$ cat config.mk
export PLATFORM = sky130hd
export DESIGN_NAME = q_update_scheduler
export DESIGN_NICKNAME = d
export VERILOG_FILES = /design/src/rtl/q_update_scheduler.sv
export SDC_FILE = /design/constraint.sdc
export NUM_CORES = 1
export LEC_CHECK = 0
export CORE_ASPECT_RATIO = 1.75
export CORE_MARGIN = 2
export CORE_UTILIZATION = 60
export DETAILED_ROUTE_END_ITERATION = 7
export DONT_BUFFER_PORTS = 1
export MAX_ROUTING_LAYER = met4
export PLACE_DENSITY = 0.74
export SLEW_MARGIN = 10
export SYNTH_ARGS = -nofsm -noshare
export SYNTH_HDL_FRONTEND = slang
export SYNTH_SLANG_ARGS = --single-unit
$ cat constraint.sdc
create_clock -name clk -period 6.55 [get_ports clk]
set_clock_uncertainty 0.05 [all_clocks]
set_input_delay 0.9825 -clock clk [delete_from_list [all_inputs] [get_ports clk]]
set_output_delay 0.9825 -clock clk [all_outputs]
set_load 0.05 [all_outputs]
$ cat src/rtl/q_update_scheduler.sv
// q_update_scheduler
// Buffers Q-learning transitions (st, at, rt, st_1) in a small FIFO and issues
// them to the Q-table update datapath as single-cycle dp_valid strobes. If the
// head transition reads the row that the strobe now on the datapath is writing,
// one bubble cycle is inserted.
//
// Ports:
//   clk, rst          clock; asynchronous active-high reset
//   in_valid/in_ready transition handshake (push = in_valid && in_ready)
//   in_st, in_at,     transition fields: state, action, reward, next state
//   in_rt, in_st_1
//   flush             synchronous discard of all queued and in-flight work
//   dp_valid          one Q-table write per high cycle
//   dp_st, dp_at,     registered datapath operands
//   dp_rt, dp_st_1
//   busy              FIFO non-empty or FSM not idle
//   update_count      saturating count of dp_valid cycles
module q_update_scheduler #(
  parameter int unsigned STATES_WIDTH  = 4,
  parameter int unsigned ACTIONS_WIDTH = 2,
  parameter int unsigned DATA_WIDTH    = 16,
  parameter int unsigned FIFO_DEPTH    = 4,
  parameter int unsigned CNT_WIDTH     = 16
) (
  input  logic                     clk,
  input  logic                     rst,
  input  logic                     in_valid,
  output logic                     in_ready,
  input  logic [STATES_WIDTH-1:0]  in_st,
  input  logic [STATES_WIDTH-1:0]  in_st_1,
  input  logic [ACTIONS_WIDTH-1:0] in_at,
  input  logic [DATA_WIDTH-1:0]    in_rt,
  input  logic                     flush,
  output logic                     dp_valid,
  output logic [STATES_WIDTH-1:0]  dp_st,
  output logic [STATES_WIDTH-1:0]  dp_st_1,
  output logic [ACTIONS_WIDTH-1:0] dp_at,
  output logic [DATA_WIDTH-1:0]    dp_rt,
  output logic                     busy,
  output logic [CNT_WIDTH-1:0]     update_count
);

  localparam int unsigned AW = $clog2(FIFO_DEPTH);
  localparam logic [AW:0]        DEPTH_C = FIFO_DEPTH[AW:0];
  localparam logic [AW-1:0]      PTR_ONE = 1;
  localparam logic [AW:0]        CNT_ONE = 1;
  localparam logic [CNT_WIDTH-1:0] UPD_ONE = 1;

  typedef enum logic [1:0] {
    S_IDLE,
    S_ISSUE,
    S_STALL
  } state_t;

  state_t r_state;

  logic [STATES_WIDTH-1:0]  r_mem_st   [FIFO_DEPTH];
  logic [STATES_WIDTH-1:0]  r_mem_st_1 [FIFO_DEPTH];
  logic [ACTIONS_WIDTH-1:0] r_mem_at   [FIFO_DEPTH];
  logic [DATA_WIDTH-1:0]    r_mem_rt   [FIFO_DEPTH];

  logic [AW-1:0] r_wr_ptr;
  logic [AW-1:0] r_rd_ptr;
  logic [AW:0]   r_count;

  logic                     r_dp_valid;
  logic [STATES_WIDTH-1:0]  r_dp_st;
  logic [STATES_WIDTH-1:0]  r_dp_st_1;
  logic [ACTIONS_WIDTH-1:0] r_dp_at;
  logic [DATA_WIDTH-1:0]    r_dp_rt;
  logic [CNT_WIDTH-1:0]     r_update_count;

  logic                     w_empty;
  logic                     w_full;
  logic                     w_push;
  logic                     w_pop;
  logic                     w_hazard;
  logic [STATES_WIDTH-1:0]  w_head_st;
  logic [STATES_WIDTH-1:0]  w_head_st_1;
  logic [ACTIONS_WIDTH-1:0] w_head_at;
  logic [DATA_WIDTH-1:0]    w_head_rt;

  assign w_empty     = (r_count == '0);
  assign w_full      = (r_count == DEPTH_C);
  assign in_ready    = !rst && !w_full && !flush;
  assign w_push      = in_valid && in_ready;

  assign w_head_st   = r_mem_st[r_rd_ptr];
  assign w_head_st_1 = r_mem_st_1[r_rd_ptr];
  assign w_head_at   = r_mem_at[r_rd_ptr];
  assign w_head_rt   = r_mem_rt[r_rd_ptr];

  // dp_st is the row being written during the current strobe; the datapath
  // only sees that write on its read ports one edge later.
  assign w_hazard    = (w_head_st == r_dp_st) || (w_head_st_1 == r_dp_st);

  always_comb begin
    w_pop = 1'b0;
    if (!flush && !w_empty) begin
      unique case (r_state)
        S_IDLE:  w_pop = 1'b1;
        S_ISSUE: w_pop = !w_hazard;
        S_STALL: w_pop = 1'b1;
        default: w_pop = 1'b0;
      endcase
    end
  end

  // Storage carries no reset; occupancy is tracked by the pointers/count.
  always_ff @(posedge clk) begin
    if (w_push) begin
      r_mem_st[r_wr_ptr]   <= in_st;
      r_mem_st_1[r_wr_ptr] <= in_st_1;
      r_mem_at[r_wr_ptr]   <= in_at;
      r_mem_rt[r_wr_ptr]   <= in_rt;
    end
  end

  always_ff @(posedge clk or posedge rst) begin
    if (rst) begin
      r_wr_ptr <= '0;
      r_rd_ptr <= '0;
      r_count  <= '0;
    end else if (flush) begin
      r_wr_ptr <= '0;
      r_rd_ptr <= '0;
      r_count  <= '0;
    end else begin
      if (w_push) r_wr_ptr <= r_wr_ptr + PTR_ONE;
      if (w_pop)  r_rd_ptr <= r_rd_ptr + PTR_ONE;
      if (w_push && !w_pop)      r_count <= r_count + CNT_ONE;
      else if (!w_push && w_pop) r_count <= r_count - CNT_ONE;
    end
  end

  always_ff @(posedge clk or posedge rst) begin
    if (rst) begin
      r_state    <= S_IDLE;
      r_dp_valid <= 1'b0;
      r_dp_st    <= '0;
      r_dp_st_1  <= '0;
      r_dp_at    <= '0;
      r_dp_rt    <= '0;
    end else if (flush) begin
      r_state    <= S_IDLE;
      r_dp_valid <= 1'b0;
    end else begin
      if (w_pop) begin
        r_dp_st   <= w_head_st;
        r_dp_st_1 <= w_head_st_1;
        r_dp_at   <= w_head_at;
        r_dp_rt   <= w_head_rt;
      end
      unique case (r_state)
        S_IDLE: begin
          if (!w_empty) begin
            r_dp_valid <= 1'b1;
            r_state    <= S_ISSUE;
          end
        end
        S_ISSUE: begin
          if (w_empty) begin
            r_dp_valid <= 1'b0;
            r_state    <= S_IDLE;
          end else if (w_hazard) begin
            r_dp_valid <= 1'b0;
            r_state    <= S_STALL;
          end else begin
            r_dp_valid <= 1'b1;
          end
        end
        S_STALL: begin
          if (!w_empty) begin
            r_dp_valid <= 1'b1;
            r_state    <= S_ISSUE;
          end else begin
            r_state    <= S_IDLE;
          end
        end
        default: begin
          r_dp_valid <= 1'b0;
          r_state    <= S_IDLE;
        end
      endcase
    end
  end

  // Counts strobes already on the datapath, so a flush does not clear it.
  always_ff @(posedge clk or posedge rst) begin
    if (rst) begin
      r_update_count <= '0;
    end else if (r_dp_valid && (r_update_count != '1)) begin
      r_update_count <= r_update_count + UPD_ONE;
    end
  end

  assign dp_valid     = r_dp_valid;
  assign dp_st        = r_dp_st;
  assign dp_st_1      = r_dp_st_1;
  assign dp_at        = r_dp_at;
  assign dp_rt        = r_dp_rt;
  assign update_count = r_update_count;
  assign busy         = (r_state != S_IDLE) || !w_empty;

endmodule

Word level (Yosys, flattened, before mapping)
Memory sizes are Yosys's and may differ from the RTL's. A register that Yosys moved wholly into a read port is not among the register bits.
Index checks and enable logic that the tools add are counted.
Widths: inputs -> output; s select.
- bits in registers: 34
- memory bits (writable): 104
- input bits: 30
- output and inout bits: 45
- word-level logic and storage cells: 74
- memories: 4
- add/sub/neg operators: 5
- equal/unequal tests: 9
- muxes and demuxes: 22
- bitwise gates (word level): 1
- reductions and logical operators: 25
- memory list (memory ; depth ; width ; read ports ; clocked after Yosys merged registers in ; write ports ; RTL line ; text):
    r_mem_rt ; 4 ; 16 ; 1 ; 1 ; 1 ; 60 ; logic [DATA_WIDTH-1:0] r_mem_rt [FIFO_DEPTH];
    r_mem_st ; 4 ; 4 ; 1 ; 0 ; 1 ; 57 ; logic [STATES_WIDTH-1:0] r_mem_st [FIFO_DEPTH];
    r_mem_st_1 ; 4 ; 4 ; 1 ; 0 ; 1 ; 58 ; logic [STATES_WIDTH-1:0] r_mem_st_1 [FIFO_DEPTH];
    r_mem_at ; 4 ; 2 ; 1 ; 1 ; 1 ; 59 ; logic [ACTIONS_WIDTH-1:0] r_mem_at [FIFO_DEPTH];
- operators by type and width (operator ; number):
    $add 16x1->16 const B ; 1
    $mux 2 ; 8
    $ne 16x16->1 const B ; 1
    $mux 3 ; 3
    $eq 4x4->1 ; 2
    $mux 1 ; 8
    $logic_and 1x1->1 ; 7
    $logic_not 1->1 ; 7
    $ne 3x3->1 const B ; 2
    $pmux 2 s3 ; 1
    $reduce_bool 2->1 ; 3
    $add 2x1->2 const B ; 2
    $ne 4x4->1 const B ; 1
    $pmux 1 s2 ; 2
    $reduce_and 2->1 ; 2
    $add 3x1->3 const B ; 1
    $eq 3x3->1 const B ; 1
    $logic_not 3->1 ; 1
    $reduce_bool 3->1 ; 1
    $sub 3x1->3 const B ; 1
    $eq 2x1->1 const B ; 1
    $eq 2x2->1 const B ; 1
    $logic_not 2->1 ; 1
    $logic_or 1x1->1 ; 2
    2 further kinds ; 2

Longest topological paths before layout
- word-level depth: 10
- gate-level depth with buffers: 12
- mapped depth without buffers: 10

Worst setup path after synthesis
Ideal clock, no wire load.
- path kind: input to output
- from: input port flush
- to: output port in_ready
- data arrival time: 2.326 ns
- required time: 5.517 ns
- setup slack: 3.191 ns
- cell stages on the path: 2
- path buffers: 1
- cell sequence: clkbuf_1 > a211oi_1
- cells in the longest elaborated chain, start to end: 2
- RTL lines (element ; RTL line ; text):
    from (decl) ; 33 ; input logic flush,
    $logic_not 1->1 ; 85 ; assign in_ready = !rst && !w_full && !flush;
    $logic_and 1x1->1 ; 85 ;
    to (decl) ; 28 ; output logic in_ready,
Every way passes these cells.

Worst setup path in the final report
- from: register r_rd_ptr[0]
- to: register r_count[2]
- cells in the longest elaborated chain, start to end: 10
- elaborated cells between the ends (all ways): 14
- those cells by class: 2 x eq/ne; 4 x mux; 6 x reduce/logical; 2 x memory
- RTL lines (element ; RTL line ; text):
    from (decl) ; 63 ; logic [AW-1:0] r_rd_ptr;
    from (signal assigned) ; 130 ; if (w_pop) r_rd_ptr <= r_rd_ptr + PTR_ONE;
    $mem_v2 4x4 (on tied branches) ; - ;
    $eq 4x4->1 ; 95 ; assign w_hazard = (w_head_st == r_dp_st) || (w_head_st_1 == r_dp_st);
    $logic_or 1x1->1 (*) ; 95 ;
    $logic_not 1->1 (*) ; 102 ; S_ISSUE: w_pop = !w_hazard;
    $pmux 1 s2 (*) ; 100 ; unique case (r_state)
    $mux 1 (*) ; 99 ; if (!flush && !w_empty) begin
    $logic_not 1->1 ; 131 ; if (w_push && !w_pop) r_count <= r_count + CNT_ONE;
    $logic_and 1x1->1 ; 131 ;
    $mux 3 ; 131 ;
    $mux 3 ; 124 ; end else if (flush) begin
    to (signal assigned) ; 131 ;
    to (signal assigned) ; 132 ; else if (!w_push && w_pop) r_count <= r_count - CNT_ONE;
    to (decl) ; 64 ; logic [AW:0] r_count;
Every way passes the cells marked *; elsewhere a longest branch is shown, timed or not.
A chain may end at the register's enable or synchronous reset.

==> impl_metrics.tcl <==
set metrics [dict create \
    first_global_vias 3079 \
    hold_buffers 0 \
    nNetsFinal 388 \
    yosysSeqAreaShare_pct 71.7 \
    grtUsageTotal_pct 20.3 \
    cap_violations 0 \
    slew_viol_final 0 \
    die-width_microns 80.7 \
    fin_crit_sh_pct 53.9 \
    final-seq-area_sq_mm 0.00443 \
    hold_violations 0 \
    finalSetupViolations 0 \
    critPathCaptureType "register" \
    tritoncts.num_buffers 17 \
    drt_pre_antenna_iters 4 \
    grt_pass1_wl_mm 15.7 \
    synth_top_cells_by_count "edfxtp_1 (104), dfrtp_1 (52), mux2_2 (29), mux4_2 (26), xnor2_1 (19)" \
    drc_errors 0 \
    syn_area_sq_mm 0.00617 \
    viasPerCell 6.02 \
    synth_edf_count 104 \
    dieArea_sq_mm 0.0111 \
    worst_slack_ps 3020 \
    finalPower_w 0.00330 \
    yosys_warnings 0 \
    area_delta_synth_final_pct 11.7 \
    peakVddDrop_mv 0.339 \
    cp_max_fo 27 \
    clock_sinks 156 \
    dpl.hpwl_mm 6.42 \
    place_ws_ps 3000 \
    cts_root_buf "clkbuf_16" \
    cts.htree.levels 4 \
    start_util_pct 60.6 \
    synth_ff_type "edfxtp_1" \
    cts_tree "done" \
    post_drt_wl_per_cell_microns 20.6 \
    hold_path_class "register to register" \
    synth_seq_cells 156 \
    layout-drive-gt1-share_pct 27.4 \
    clock_path_buffers 2 \
    nFillCells 671 \
    post_cts_resized 0 \
    synthArstFlopShare_pct 33.3 \
    detail-route-antenna-nets 0 \
    relSlewSlack_pct 39.4 \
    wl_mm 10.1 \
    multi_input_area_sq_mm 0.00165 \
    overflow 0 \
    tightest_slew_ps 909 \
    power.density_mw_per_mm2 479 \
    period_minus_slack_ps 3530 \
    synth_cell_types 37 \
    fin_cells 492 \
    dpl.cell_count 460 \
    fp.dieH_microns 138 \
    gp_congestion 0.758 \
    arrival_ps 3810 \
    cp.required_ps 6820 \
    synth_top_area_cell "edfxtp_1" \
    clk_pin_slew_worst_paths_ps 60 \
    dr_total_vias 2963 \
    synth.net_count 373 \
    path_class "register to register" \
    status "finished clean" \
    drtIter0Drc 144 \
    pin_count 75 \
    core-area_sq_mm 0.0102 \
    hold_ws_ps 524 \
    fmax_mhz 283 \
    finalSetupTns_ps 0 \
    avgSynthCellArea_sq_um 18.3 \
    synth_area_leaders "edfxtp_1 (51%), dfrtp_1 (21%), mux4_2 (9.5%)" \
    synth_top_area_share_pct 50.6 \
    portBuffers 0 \
    yosys.cell_count.top_type "edfxtp_1" \
    rsz0062_at_grt "false" \
    grt_start_max_net_pins 53 \
    syn_inst 337 \
    worst_skew_pair.late_latency_ps 410 \
    p_leak_nw 2.43 \
    rows 49 \
    antenna_cells 0 \
    antenna_found_initial 0 \
    post_cts_buffers 0 \
    worst_setup_path_start_kind "register" \
]
metrics by stage:
step	instance area (sq um)	utilization (%)
2_1_floorplan	6170	-
4_1_cts	6890	67.7
5_1_grt	6890	67.7
3_5_place_dp	6330	62.2
3_3_place_gp	6330	62.2
6_report	6890	67.7
sequential cells by signal, indices dropped and copies added (netlist names):
name and cells:
r_mem_st 16, dp_st 4, r_mem_st_1 16, dp_at 2, r_wr_ptr 2, r_rd_ptr 2
r_count 3, r_mem_at 8, update_count 16, r_mem_rt 64, dp_valid 1, dp_st_1 4
dp_rt 16, r_state 2
layer usage:
metal	GRT usage, %	up-vias	routed length [microns]
met3	8.49	25	676
li1	-	1321	-
met2	33.3	96	5690
met5	-	-	0
met4	8.56	0	280
met1	21.1	1521	3470
cells by family after synthesis:
family / count (synthesis) / share of synthesized area, %
simple gates: 55 / 4.64
compound gates: 14 / 1.95
buf+inv: 24 / 1.74
flops: 156 / 71.7
fa+ha+maj: 6 / 1.34
xor+xnor: 25 / 3.55
mux: 57 / 15.1
critical path, cell delays in order, from the launching register on:
cell	delay (ps)
dfrtp_2	960
mux4_2	630
xnor2_1	260
nand4_1	210
a31oi_4	230
and2_1	160
fa_1	220
or4b_2	610
o221ai_1	90
power by group:
part | total (W) | leakage [nW] | internal (W) | switching, W
clock | 0.000903 | 0.270 | 0.000534 | 0.000369
sequential | 0.00173 | 1.58 | 0.00119 | 0.000536
combinational | 0.000668 | 0.581 | 0.000368 | 0.000300
total | 0.00330 | 2.43 | 0.00209 | 0.00121
layout make-up:
type | count | area share, %
sequential | 156 | 64.2
multi-input combinational | 157 | 23.9
clock buffer | 19 | 6.42
tap | 127 | 2.30
clock inverter | 13 | 1.69
timing repair buffer | 8 | 0.871
inverter | 12 | 0.653
worst paths after layout:
| kind | startpoint | cells after the start | slack [ps] | to |
|---|---|---|---|---|
| worst max-delay path | r_rd_ptr[0] | 8 | 3020 | r_count[2] |
| worst min-delay path | r_count[0] | 1 | 520 | r_count[0] |
| worst max register to register | r_rd_ptr[0] | 8 | 3020 | r_count[2] |
| worst min register to register | r_count[0] | 1 | 520 | r_count[0] |
| max in group asynchronous | rst | 2 | 5380 | r_rd_ptr[0] |
| min in group asynchronous | rst | 2 | 590 | r_count[1] |
cells in the final DEF (no fill, tap or decap), types with 4 or more instances in the layout:
master | netlist | routed
clkbuf_16 | 0 | 17
nor2_1 | 10 | 10
inv_1 | 12 | 11
ha_1 | 5 | 5
mux2_2 | 29 | 29
mux4_2 | 26 | 26
nand2_1 | 12 | 12
dfrtp_1 | 52 | 51
nor3_1 | 6 | 6
buf_4 | 4 | 8
xnor2_1 | 19 | 19
nand4_1 | 7 | 7
clkinv_2 | 0 | 4
and2_1 | 5 | 5
edfxtp_1 | 104 | 104
xor2_1 | 6 | 6
Power figures use the tool's default switching activity.
